## src/rtl/mips_ctrl_pkg.sv

```systemverilog
// Shared encodings for the multicycle MIPS main controller: state codes,
// opcodes, ALU/mux select codes and the raw control word the decoder produces.
package mips_ctrl_pkg;

  typedef enum logic [3:0] {
    S_FETCH    = 4'd0,
    S_DECODE   = 4'd1,
    S_MEMADR   = 4'd2,
    S_MEMRD    = 4'd3,
    S_MEMWB    = 4'd4,
    S_MEMWR    = 4'd5,
    S_EXECUTE  = 4'd6,
    S_ALUWB    = 4'd7,
    S_BRANCH   = 4'd8,
    S_ADDIEXEC = 4'd9,
    S_ADDIWB   = 4'd10,
    S_JUMP     = 4'd11
  } state_e;

  localparam logic [5:0] OP_R    = 6'b000000;
  localparam logic [5:0] OP_LW   = 6'b100011;
  localparam logic [5:0] OP_SW   = 6'b101011;
  localparam logic [5:0] OP_BEQ  = 6'b000100;
  localparam logic [5:0] OP_ADDI = 6'b001000;
  localparam logic [5:0] OP_J    = 6'b000010;

  localparam logic [1:0] ALUOP_ADD   = 2'b00;
  localparam logic [1:0] ALUOP_SUB   = 2'b01;
  localparam logic [1:0] ALUOP_FUNCT = 2'b10;

  localparam logic [1:0] SRCB_B     = 2'b00;
  localparam logic [1:0] SRCB_FOUR  = 2'b01;
  localparam logic [1:0] SRCB_IMM   = 2'b10;
  localparam logic [1:0] SRCB_IMMSH = 2'b11;

  localparam logic [1:0] PCSRC_ALU    = 2'b00;
  localparam logic [1:0] PCSRC_ALUOUT = 2'b01;
  localparam logic [1:0] PCSRC_JUMP   = 2'b10;

  // memgate marks states whose enables only fire on the cycle memory is ready
  typedef struct packed {
    logic       pcwrite;
    logic       branch;
    logic       irwrite;
    logic       regwrite;
    logic       memwrite;
    logic       iord;
    logic       memtoreg;
    logic       regdst;
    logic       alusrca;
    logic [1:0] alusrcb;
    logic [1:0] aluop;
    logic [1:0] pcsrc;
    logic       illegal;
    logic       memgate;
  } ctrl_t;

  localparam int CTRL_W = $bits(ctrl_t);

  function automatic logic opSupported(input logic [5:0] opIn);
    return (opIn == OP_R) || (opIn == OP_LW) || (opIn == OP_SW) ||
           (opIn == OP_BEQ) || (opIn == OP_ADDI) || (opIn == OP_J);
  endfunction

endpackage

```

## src/rtl/mips_ctrl_outdec.sv

```systemverilog
// Combinational state -> control-word decoder; ready and reset gating are
// left to the parent so this stays a pure Moore lookup.
module mips_ctrl_outdec
  import mips_ctrl_pkg::*;
(
  input  logic [3:0]        state_i,
  input  logic [5:0]        op_i,
  output logic [CTRL_W-1:0] ctrl_o
);

  ctrl_t ctrl;

  always_comb begin
    ctrl = '0;
    case (state_i)
      S_FETCH: begin
        ctrl.alusrcb = SRCB_FOUR;
        ctrl.pcwrite = 1'b1;
        ctrl.irwrite = 1'b1;
        ctrl.memgate = 1'b1;
      end
      S_DECODE: begin
        ctrl.alusrcb = SRCB_IMMSH;
        ctrl.illegal = ~opSupported(op_i);
      end
      S_MEMADR: begin
        ctrl.alusrca = 1'b1;
        ctrl.alusrcb = SRCB_IMM;
      end
      S_MEMRD: begin
        ctrl.iord    = 1'b1;
        ctrl.memgate = 1'b1;
      end
      S_MEMWB: begin
        ctrl.memtoreg = 1'b1;
        ctrl.regwrite = 1'b1;
      end
      S_MEMWR: begin
        ctrl.iord     = 1'b1;
        ctrl.memwrite = 1'b1;
        ctrl.memgate  = 1'b1;
      end
      S_EXECUTE: begin
        ctrl.alusrca = 1'b1;
        ctrl.aluop   = ALUOP_FUNCT;
      end
      S_ALUWB: begin
        ctrl.regdst   = 1'b1;
        ctrl.regwrite = 1'b1;
      end
      S_BRANCH: begin
        ctrl.alusrca = 1'b1;
        ctrl.aluop   = ALUOP_SUB;
        ctrl.pcsrc   = PCSRC_ALUOUT;
        ctrl.branch  = 1'b1;
      end
      S_ADDIEXEC: begin
        ctrl.alusrca = 1'b1;
        ctrl.alusrcb = SRCB_IMM;
      end
      S_ADDIWB: begin
        ctrl.regwrite = 1'b1;
      end
      S_JUMP: begin
        ctrl.pcsrc   = PCSRC_JUMP;
        ctrl.pcwrite = 1'b1;
      end
      default: ;
    endcase
  end

  assign ctrl_o = ctrl;

endmodule

```

## src/rtl/mips_main_ctrl.sv

```systemverilog
// Multicycle MIPS main control FSM: sequences fetch/decode/execute/memory/
// writeback and drives datapath enables and mux selects from the state register.
module mips_main_ctrl
  import mips_ctrl_pkg::*;
#(
  parameter int STATE_W = 4
) (
  input  logic               clk,
  input  logic               reset,
  input  logic [5:0]         op,
  input  logic               mem_ready,
  output logic               pcwrite,
  output logic               branch,
  output logic               irwrite,
  output logic               regwrite,
  output logic               memwrite,
  output logic               iord,
  output logic               memtoreg,
  output logic               regdst,
  output logic               alusrca,
  output logic [1:0]         alusrcb,
  output logic [1:0]         aluop,
  output logic [1:0]         pcsrc,
  output logic               illegal,
  output logic [STATE_W-1:0] state
);

  state_e            state_q, state_d;
  logic [CTRL_W-1:0] ctrlVec;
  ctrl_t             ctrl;
  logic              memOk;

  always_comb begin
    state_d = state_q;
    case (state_q)
      S_FETCH:  if (mem_ready) state_d = S_DECODE;
      S_DECODE: begin
        case (op)
          OP_LW, OP_SW: state_d = S_MEMADR;
          OP_R:         state_d = S_EXECUTE;
          OP_BEQ:       state_d = S_BRANCH;
          OP_ADDI:      state_d = S_ADDIEXEC;
          OP_J:         state_d = S_JUMP;
          default:      state_d = S_FETCH;
        endcase
      end
      S_MEMADR: begin
        if (op == OP_LW)      state_d = S_MEMRD;
        else if (op == OP_SW) state_d = S_MEMWR;
        else                  state_d = S_FETCH;
      end
      S_MEMRD:    if (mem_ready) state_d = S_MEMWB;
      S_MEMWR:    if (mem_ready) state_d = S_FETCH;
      S_EXECUTE:  state_d = S_ALUWB;
      S_ADDIEXEC: state_d = S_ADDIWB;
      default:    state_d = S_FETCH;
    endcase
  end

  always_ff @(posedge clk or negedge reset) begin
    if (!reset) state_q <= S_FETCH;
    else        state_q <= state_d;
  end

  mips_ctrl_outdec u_outdec (
    .state_i (state_q),
    .op_i    (op),
    .ctrl_o  (ctrlVec)
  );

  assign ctrl  = ctrl_t'(ctrlVec);
  assign memOk = ~ctrl.memgate | mem_ready;

  // Enables are gated by reset so an asserted reset can never leak a write
  assign pcwrite  = ctrl.pcwrite  & memOk & reset;
  assign irwrite  = ctrl.irwrite  & memOk & reset;
  assign memwrite = ctrl.memwrite & memOk & reset;
  assign regwrite = ctrl.regwrite & reset;
  assign branch   = ctrl.branch   & reset;
  assign illegal  = ctrl.illegal  & reset;

  assign iord     = ctrl.iord;
  assign memtoreg = ctrl.memtoreg;
  assign regdst   = ctrl.regdst;
  assign alusrca  = ctrl.alusrca;
  assign alusrcb  = ctrl.alusrcb;
  assign aluop    = ctrl.aluop;
  assign pcsrc    = ctrl.pcsrc;
  assign state    = STATE_W'(state_q);

endmodule

```

## config.mk

```make
export PLATFORM = sky130hd
export DESIGN_NAME = mips_main_ctrl
export DESIGN_NICKNAME = d
export VERILOG_FILES = /design/src/rtl/mips_ctrl_pkg.sv /design/src/rtl/mips_ctrl_outdec.sv /design/src/rtl/mips_main_ctrl.sv
export SDC_FILE = /design/constraint.sdc
export NUM_CORES = 1
export LEC_CHECK = 0
export CORE_MARGIN = 2
export CORE_UTILIZATION = 42
export DETAILED_ROUTE_END_ITERATION = 8
export PLACE_DENSITY = 0.82
export SETUP_SLACK_MARGIN = 0.02
export SLEW_MARGIN = 10
export SYNTH_ARGS = -nofsm -noshare
export SYNTH_HDL_FRONTEND = slang
export SYNTH_HIERARCHICAL = 1
export SYNTH_SLANG_ARGS = --single-unit
```

## constraint.sdc

```tcl
create_clock -name clk -period 4.3 [get_ports clk]
set_input_delay 1.075 -clock clk [delete_from_list [all_inputs] [get_ports clk]]
set_output_delay 1.075 -clock clk [all_outputs]
set_load 0.005 [all_outputs]
```

After elaboration in Yosys (flattened, before gate mapping)
Cells that the tools add are included.
Widths: inputs -> output; s select.
Word-level totals
  register bits after elaboration: 4
  bits of input ports: 9
  output and inout port bits: 20
  logic and storage cells: 68
Operators by class
  equal/unequal tests: 19
  muxes and demuxes: 21
  bitwise logic cells: 12
  reductions and logical operators: 15
Operators by type and width (number)
  $pmux 4 s7: 1
  $pmux 4 s5: 1
  $eq 4x3->1 const B: 4
  $eq 4x4->1 const B: 4
  $eq 6x6->1 const B: 2
  $mux 4: 3
  $mux 1: 11
  $and 1x1->1: 9
  $eq 4x2->1 const B: 2
  $pmux 2 s2: 2
  $reduce_or 2->1: 4
  $eq 6x2->1 const B: 1
  $eq 6x3->1 const B: 1
  $eq 6x4->1 const B: 1
  $logic_not 6->1: 1
  $mux 3: 2
  $ne 2x2->1 const B: 3
  $pmux 2 s3: 1
  $reduce_or 3->1: 2
  $logic_or 1x1->1: 5
  $eq 4x1->1 const B: 1
  $logic_not 4->1: 1
  $reduce_or 4->1: 1
  $reduce_and 3->1: 1
  2 further kinds: 3

Logic depth before layout (Yosys ltp)
Gate-level depths: netlist of run 1.
  depth after elaboration: 9
  gate-level depth with buffers: 6
  gate-level depth less buffers: 6

Hierarchy
The synthesis of run 1 kept the hierarchy.
By module, submodules not included
  mips_main_ctrl: instances 1, cells each 49, area each 381.6 um^2, seq. area each 100.1 um^2
  mips_ctrl_outdec: instances 1, cells each 30, area each 220.2 um^2, seq. area each 0.0 um^2

Least setup slack after synthesis of run 1
OpenSTA, ideal clock, no wires.
  path kind: input to output
  start point: input op[2]
  end point: output illegal
  arrival time: 1.870 ns
  required time: 3.225 ns
  setup slack: 1.355 ns
  stages: 4
  path buffers: 0
  cell sequence: maj3_1 -> o31ai_1 -> a2111oi_1 -> and2_1
RTL lines
  from (decl): line mips_main_ctrl.sv:10  | input logic [5:0] op,
  to (decl): line mips_main_ctrl.sv:24  | output logic illegal,

==> key figures, run 1 <==
Timing
  – RSZ-0062 raised after global routing: no
  – Slew headroom: about three fifths
  – Worst-Margin Slew: about 0.62 ns
  – Final period utilization: between 90% and 100%
  – Max-slew violations: 0
  – Final WS setup: 0.2804 ns
  – Total Neg Setup Slack: 0 ns
  – Max Fclk: between 200 and 250 MHz
  – Setup Viol. Count Final: 0
  – Fin. Hold Viols: 0
  – Worst Skew: around 0.0063 ns
  – Fin crit period: approximately 4.0 ns

Die
  – Die Height: between 40 and 50 µm
  – Die ar.: 1752 µm²
  – Initial core utilization: 45.68%
  – Rows: 13
  – Core box area: about 1300 µm²
  – Die width: 41.86 µm
  – Io pins: 29

Logic synthesis
  – Most common cell in the netlist: nor2_1
  – Synth Area per Inst: 7.618 µm²
  – Yosys top cell by area: dfrtp_1
  – Most used DFF post-synth: dfrtp_1
  – Synth Warn #: 6
  – Syn nets: 88
  – Unique cell type count in the Yosys netlist: a little over 40
  – Async set-reset flop share out of synthesis: between 90% and 100%
  – Post-synthesis cell area: 601.8 µm²
  – Synth cell count leaders: nor2_1 (10), o21ai_0 (8), inv_1 (7), dfrtp_1 (4), nor3_1 (4)
  – Post-synth EDFFs: 0
  – Top cell type's share of synthesized area: about 17%
  – Sequential area share after synthesis: 16.63%
  – Synth Instances: 79
  – Flops & latches, synth: 4
  – Leading post-synthesis cells by cell area: dfrtp_1 (17%), o21ai_0 (6.7%), nor2_1 (6.2%)

Routing
  – Via-per-instance ratio: roughly 5.6
  – Wirelength per Cell: between 10 and 15 µm
  – Via count: 676
  – Routed Wire Length: approximately 1500 µm
  – Drt drc: 0
  – DRT Pass-1 Iters: 4
  – Initial detailed-routing violation count: 6
  – Final antenna-violating net count: 0

Power and ir drop
  – IR drop worst, VDD: roughly 0.34 mV
  – Power, Total: roughly 350 µW
  – Logic pwr share: between 60 and 70%
  – Clock share of power: around an eighth
  – Pwr per Cell Area: 394.5 nW/µm²
  – Psw: 136.1 µW
  – Internal cell power: 214.3 µW
  – Sequential share of power: between 20% and 30%
  – Switch share: between 30 and 40%
  – Leak: about 0.00034 µW

Critical path
  – Worst endpoint required time: about 3.2 ns
  – Critical path type: in -> out
  – R2R Path End: state[0]$_DFFE_PN0P_
  – Reg2reg setup slack: approximately 2.9 ns
  – Critical Path End Type: primary output
  – Worst reg-to-reg path cell count: 4
  – CP max FO: 7
  – Worst Path Arrival: roughly 2.9 ns
  – Reg2reg start: state[1]$_DFFE_PN0P_
  – CP Launch Type: input port

Global routing
  – Number of global-route vias before repair: 587
  – Antenna violations before repair: 0
  – Total global-route track usage: between 15 and 20%
  – Grt total ovfl: 0
  – Largest net degree at the start of global routing: 21
  – First-pass GRT wire length: roughly 2400 µm

Clock network
  – H-tree levels: 1
  – Hold-fix buffers, CTS: 0
  – TritonCTS clock tree: done
  – Setup Fix Bufs, Post-CTS: 0
  – CTS clk-pin slew, worst paths: 0.04 ns
  – CTS buffer count: 3
  – Max clock buf depth: 2
  – CTS resizes: 0
  – Root buffer cell: clkbuf_4
  – Sink Count: 4
  – Skew-Pair Late Insertion Delay: roughly 0.23 ns

Place
  – Setup WS pre-CTS: 0.2842 ns
  – Gp weighted congestion: roughly 0.81
  – DP Wirelength: about 1100 µm
  – Number of port buffers: 28

Cells and area
  – Area of the multi-input gates: between 400 and 500 µm²
  – Largest register FFs: 4
  – Area Overhead vs Synth: 47.61%
  – Reg area: 100.1 µm²
  – Final net count: around 120
  – Ant diodes: 0
  – Fill count: 113
  – Final core utilization: about 67%
  – Share of layout cells above drive strength 1: a little under an eighth

Worst hold path
  – Worst Hold Depth: 1
  – Worst hold endpoint: state[0]$_DFFE_PN0P_
  – Hold path start: state[3]$_DFFE_PN0P_
  – Worst Hold Class: reg -> reg

Outcome
  – Status: finished, final reports clean

Run
  – MaxCap Viol Count: 0
[worst max path at each step]
stage	slack, ns	depth (start not counted)	endpoint	startpoint
after floorplan	1.36	4	illegal	op[2]
after global placement	0.31	6	illegal	op[1]
after detailed placement	0.28	6	illegal	op[1]
after CTS	0.28	6	illegal	op[1]
after global routing	0.14	6	illegal	op[1]
final	0.28	6	illegal	op[1]
[critical path, cell delays in order]
cell and delay, ns:
clkdlybuf4s50_1 0.58, maj3_1 0.20, o31ai_1 0.07, a2111oi_1 0.36, and2_1 0.17, clkdlybuf4s50_1 0.49
[final cells by class]
class,instances,share of cell area [%]
Timing Repair Buffer,29,32.39
Clock buffer,3,2.535
Inverter,7,2.958
Sequential cell,4,11.27
Multi-Input combinational cell,63,48.73
Tap cell,15,2.113
[per-layer routing]
| layer | vias up | share of wire [%] | track usage (%) |
|---|---|---|---|
| met5 | - | 0 | 0 |
| met4 | 0 | 0.95 | 1.935 |
| met3 | 2 | 7.0 | 5.652 |
| met2 | 28 | 46 | 30.94 |
| met1 | 305 | 46 | 19.89 |
| li1 | 341 | - | - |
[cell usage in the layout, fill, tap and decap left out, drive strengths merged, types with 3 or more instances in the layout]
master         count
and2               3
clkbuf             3
clkdlybuf4s50     28
dfrtp              4
inv                7
nand2b             4
nor2              10
nor3               5
nor3b              3
nor4               3
o21ai              8
[cell families (layout without fill, tap and decap cells)]
| family | count (synthesis) | after routing | share of synthesized area [%] |
|---|---|---|---|
| mux | 1 | 1 | 1.871 |
| xor+xnor | 3 | 3 | 4.367 |
| compound gates | 21 | 21 | 24.54 |
| flops | 4 | 4 | 16.63 |
| simple gates | 37 | 37 | 39.50 |
| fa+ha+maj | 1 | 1 | 1.663 |
| buf+inv | 12 | 39 | 11.43 |
[metrics by stage]
step | hold WS (ns) | instance area [µm²] | std cells
final | 0.7552 | 888.4 | 121
after global routing | 0.7867 | 888.4 | 121
after CTS | 0.7511 | 888.4 | 121
after detailed placement | 0.7369 | 865.8 | 118
after global placement | 0.7389 | 865.8 | 118
after floorplan | 0.6022 | 601.8 | 79
[power by group through the flow]
stage / Sequential (µW) / Combinational, µW / Clock [µW]
CTS: 91.8 / 214 / 48.1
floorplan: 67.4 / 145 / 0
global placement: 91.1 / 209 / 0
global route: 97.7 / 233 / 50.7
finish: 92.3 / 212 / 46.0
detailed placement: 92.0 / 213 / 0
(Power assumes the default switching activity.)
==> inputs of run 2 (changes only) <==
--- a/config.mk
+++ b/config.mk
@@ -8,10 +8,9 @@
 export CORE_MARGIN = 2
 export CORE_UTILIZATION = 42
 export DETAILED_ROUTE_END_ITERATION = 8
-export PLACE_DENSITY = 0.82
+export PLACE_DENSITY = 0.83
 export SETUP_SLACK_MARGIN = 0.02
 export SLEW_MARGIN = 10
 export SYNTH_ARGS = -nofsm -noshare
 export SYNTH_HDL_FRONTEND = slang
-export SYNTH_HIERARCHICAL = 1
 export SYNTH_SLANG_ARGS = --single-unit
==> run 2 against run 1 <==
Combinational power shrank 10%; maximum frequency grew 2.0%; final area grew 1.1%; area after synthesis shrank 0.42%; hold slack lost 0.040 ns; clock power grew 4.8%; clock-buffer cell count is the same; first-iteration DRC count grew to 3.8 times the previous value; critical path type unchanged; critical endpoint unchanged.
==> key figures, run 2 <==
Timing
  – Max Fclk: 253.8 MHz (was 248.8 MHz)
  – Slew headroom: 49.43% (was 58.59%)
  – Setup Viol. Count Final: 0 (unchanged)
  – Fin crit period: 3.940 ns (was 4.020 ns)
  – RSZ-0062 raised after global routing: no (unchanged)
  – Worst-Margin Slew: 0.7586 ns (was 0.6212 ns)
  – Max-slew violations: 0 (unchanged)
  – Final period utilization: 91.63% (was 93.48%)
  – Worst Skew: 0.006386 ns (was 0.006289 ns)
  – Total Neg Setup Slack: 0 ns (unchanged)
  – Fin. Hold Viols: 0 (unchanged)
  – Fin Hold WS: 0.7149 ns (was 0.7552 ns)

Clock network
  – Max clock buf depth: 2 (unchanged)
  – Setup Fix Bufs, Post-CTS: 0 (unchanged)
  – Root buffer cell: clkbuf_4 (unchanged)
  – Sink Count: 4 (unchanged)
  – TritonCTS clock tree: done (unchanged)
  – CTS buffer count: 3 (unchanged)
  – Hold-fix buffers, CTS: 0 (unchanged)
  – Skew-Pair Late Insertion Delay: 0.24 ns (was 0.23 ns)
  – H-tree levels: 1 (unchanged)
  – CTS resizes: 0 (unchanged)
  – CTS clk-pin slew, worst paths: 0.03 ns (was 0.04 ns)

Die
  – Die width: 41.78 µm (was 41.86 µm)
  – Die Height: 41.78 µm (was 41.86 µm)
  – Initial core utilization: 45.49% (was 45.68%)
  – Rows: 13 (unchanged)
  – Io pins: 29 (unchanged)
  – Die ar.: 1745 µm² (was 1752 µm²)
  – Core box area: 1318 µm² (unchanged)

Global routing
  – Antenna violations before repair: 0 (unchanged)
  – Total global-route track usage: 20.52% (was 17.09%)
  – Number of global-route vias before repair: 626 (was 587)
  – Largest net degree at the start of global routing: 25 (was 21)
  – First-pass GRT wire length: 2849 µm (was 2435 µm)
  – Grt total ovfl: 0 (unchanged)

Logic synthesis
  – Synth Area per Inst: 7.492 µm² (was 7.618 µm²)
  – Sequential area share after synthesis: 16.70% (was 16.63%)
  – Async set-reset flop share out of synthesis: 100.0% (unchanged)
  – Top cell type's share of synthesized area: 16.70% (was 16.63%)
  – Leading post-synthesis cells by cell area: dfrtp_1 (17%), nor3_1 (7.5%), nand2b_1 (6.3%) (was dfrtp_1 (17%), o21ai_0 (6.7%), nor2_1 (6.2%))
  – Syn nets: 89 (was 88)
  – Most common cell in the netlist: nor2_1 (unchanged)
  – Post-synthesis cell area: 599.3 µm² (was 601.8 µm²)
  – Yosys top cell by area: dfrtp_1 (unchanged)
  – Post-synth EDFFs: 0 (unchanged)
  – Synth cell count leaders: nor2_1 (10), nor3_1 (9), nand2b_1 (6), a21oi_1 (5) (was nor2_1 (10), o21ai_0 (8), inv_1 (7), dfrtp_1 (4), nor3_1 (4))
  – Unique cell type count in the Yosys netlist: 34 (was 41)
  – Synth Instances: 80 (was 79)
  – Most used DFF post-synth: dfrtp_1 (unchanged)
  – Synth Warn #: 0 (was 6)
  – Flops & latches, synth: 4 (unchanged)

Run
  – MaxCap Viol Count: 0 (unchanged)

Outcome
  – Status: finished, final reports clean (unchanged)

Place
  – Number of port buffers: 28 (unchanged)
  – Gp weighted congestion: 0.8573 (was 0.8129)
  – DP Wirelength: 1233 µm (was 1083 µm)

Cells and area
  – Largest register FFs: 4 (unchanged)
  – Final net count: 117 (unchanged)
  – Fill count: 109 (was 113)
  – Area Overhead vs Synth: 49.90% (was 47.61%)
  – Most common cell after layout, fill and taps aside: clkdlybuf4s50_1 (unchanged)
  – Share of layout cells above drive strength 1: 11.32% (unchanged)
  – Ant diodes: 0 (unchanged)
  – Commonest non-fill, non-tap cells in the layout: clkdlybuf4s50_1 (28), nor2_1 (10), nor3_1 (9), nand2b_1 (6), a21oi_1 (5) (was clkdlybuf4s50_1 (28), nor2_1 (10), o21ai_0 (8), inv_1 (7))

Routing
  – Routed Wire Length: 1602 µm (was 1479 µm)
  – Via count: 723 (was 676)
  – Via-per-instance ratio: 5.975 (was 5.587)
  – Final antenna-violating net count: 0 (unchanged)
  – Initial detailed-routing violation count: 23 (was 6)
  – Drt drc: 0 (unchanged)
  – DRT Pass-1 Iters: 4 (unchanged)
  – Wirelength per Cell: 13.24 µm (was 12.22 µm)

Worst hold path
  – Worst Hold Class: reg -> reg (unchanged)

Critical path
  – Reg2reg setup slack: 2.47 ns (was 2.89 ns)
  – CP max FO: 6 (was 7)
  – CP Launch Type: input port (unchanged)
  – Critical path type: in -> out (unchanged)
  – Worst Path Arrival: 2.87 ns (was 2.94 ns)
  – Critical Path End Type: primary output (unchanged)
  – Worst endpoint required time: 3.22 ns (about the same)

Power and ir drop
  – IR drop worst, VDD: 0.2111 mV (was 0.3393 mV)
  – Leak: 0.0003213 µW (was 0.0003428 µW)
  – Pwr per Cell Area: 342.3 nW/µm² (was 394.5 nW/µm²)
-- run 2: changes by cell type after synthesis, moves of 3 or more --
cell and change:
inv_1 -7, nor3_1 +5, o21ai_0 -5, nand2b_1 +4, a21oi_1 +3, mux2i_1 +3
nand2_1 +3
-- run 2: per-stage QoR --
| stage | util (%) | cell area [µm²] | power [µW] | setup WS, ns | instances |
|---|---|---|---|---|---|
| after floorplan | - | 599.3 | 181.3 | 1.348 | 80 |
| after detailed placement | 66.48 | 875.8 | 259.9 | 0.3893 | 118 |
| final | 68.19 | 898.4 | 307.5 | 0.3599 | 121 |
| after global placement | 66.48 | 875.8 | 256.8 | 0.3938 | 118 |
| after CTS | 68.19 | 898.4 | 309.9 | 0.3469 | 121 |
| after global routing | 68.19 | 898.4 | 337.9 | 0.1832 | 121 |
-- run 2: metal layers --
layer | wire (µm) | GRT usage (%)
met5 | 0 | 0
met4 | 0 | 3.226
met3 | 90 | 6.957
met2 | 787 | 30.00
met1 | 724 | 29.40
-- run 2: cell type report --
cell class | count | area, µm² | area share [%]
sequential | 4 | 100.1 | 11.14
tap | 15 | 18.77 | 2.089
timing repair buffer | 30 | 295.3 | 32.87
clock buffer | 3 | 22.52 | 2.507
multi-input combinational | 69 | 461.7 | 51.39
-- run 2: power by group --
group	total, µW	internal, µW	leakage [µW]	switching [µW]
clock	48.2	31.3	0.0000138	16.9
combinational	190	110	0.000254	79.9
sequential	69.3	45.2	0.0000539	24.1
-- run 2: kinds of logic after synthesis --
family	Yosys count	synth area share (%)
AOI/OAI and AO/OA	19	26.93
xor gates and xnor gates	2	2.923
buffers and inverters	7	6.262
DFF	4	16.70
muxes	3	5.011
and+or+nand+nor	45	42.17
-- run 2: final timing paths --
path,depth (start not counted),to,startpoint
max,5,illegal,op[0]
max in group asynchronous,1,state[3]$_DFFE_PN0P_,reset
max reg2reg,4,state[0]$_DFFE_PN0P_,state[1]$_DFFE_PN0P_
min,1,state[2]$_DFFE_PN0P_,state[3]$_DFFE_PN0P_
min in group asynchronous,1,state[0]$_DFFE_PN0P_,reset
min reg2reg,1,state[2]$_DFFE_PN0P_,state[3]$_DFFE_PN0P_
-- run 2: worst max-delay path, cell delays in order --
cell	delay (ns)
clkdlybuf4s50_1	0.57
nor3_1	0.10
and2_1	0.17
a2111oi_0	0.37
clkdlybuf4s50_1	0.58
==> inputs of run 3 (changes only) <==
--- a/config.mk
+++ b/config.mk
@@ -10,7 +10,6 @@
 export DETAILED_ROUTE_END_ITERATION = 8
 export PLACE_DENSITY = 0.83
 export SETUP_SLACK_MARGIN = 0.02
-export SLEW_MARGIN = 10
 export SYNTH_ARGS = -nofsm -noshare
 export SYNTH_HDL_FRONTEND = slang
 export SYNTH_SLANG_ARGS = --single-unit
==> results of run 3 <==
Same layout as run 2: the final DEF is identical, and so are final timing and power.
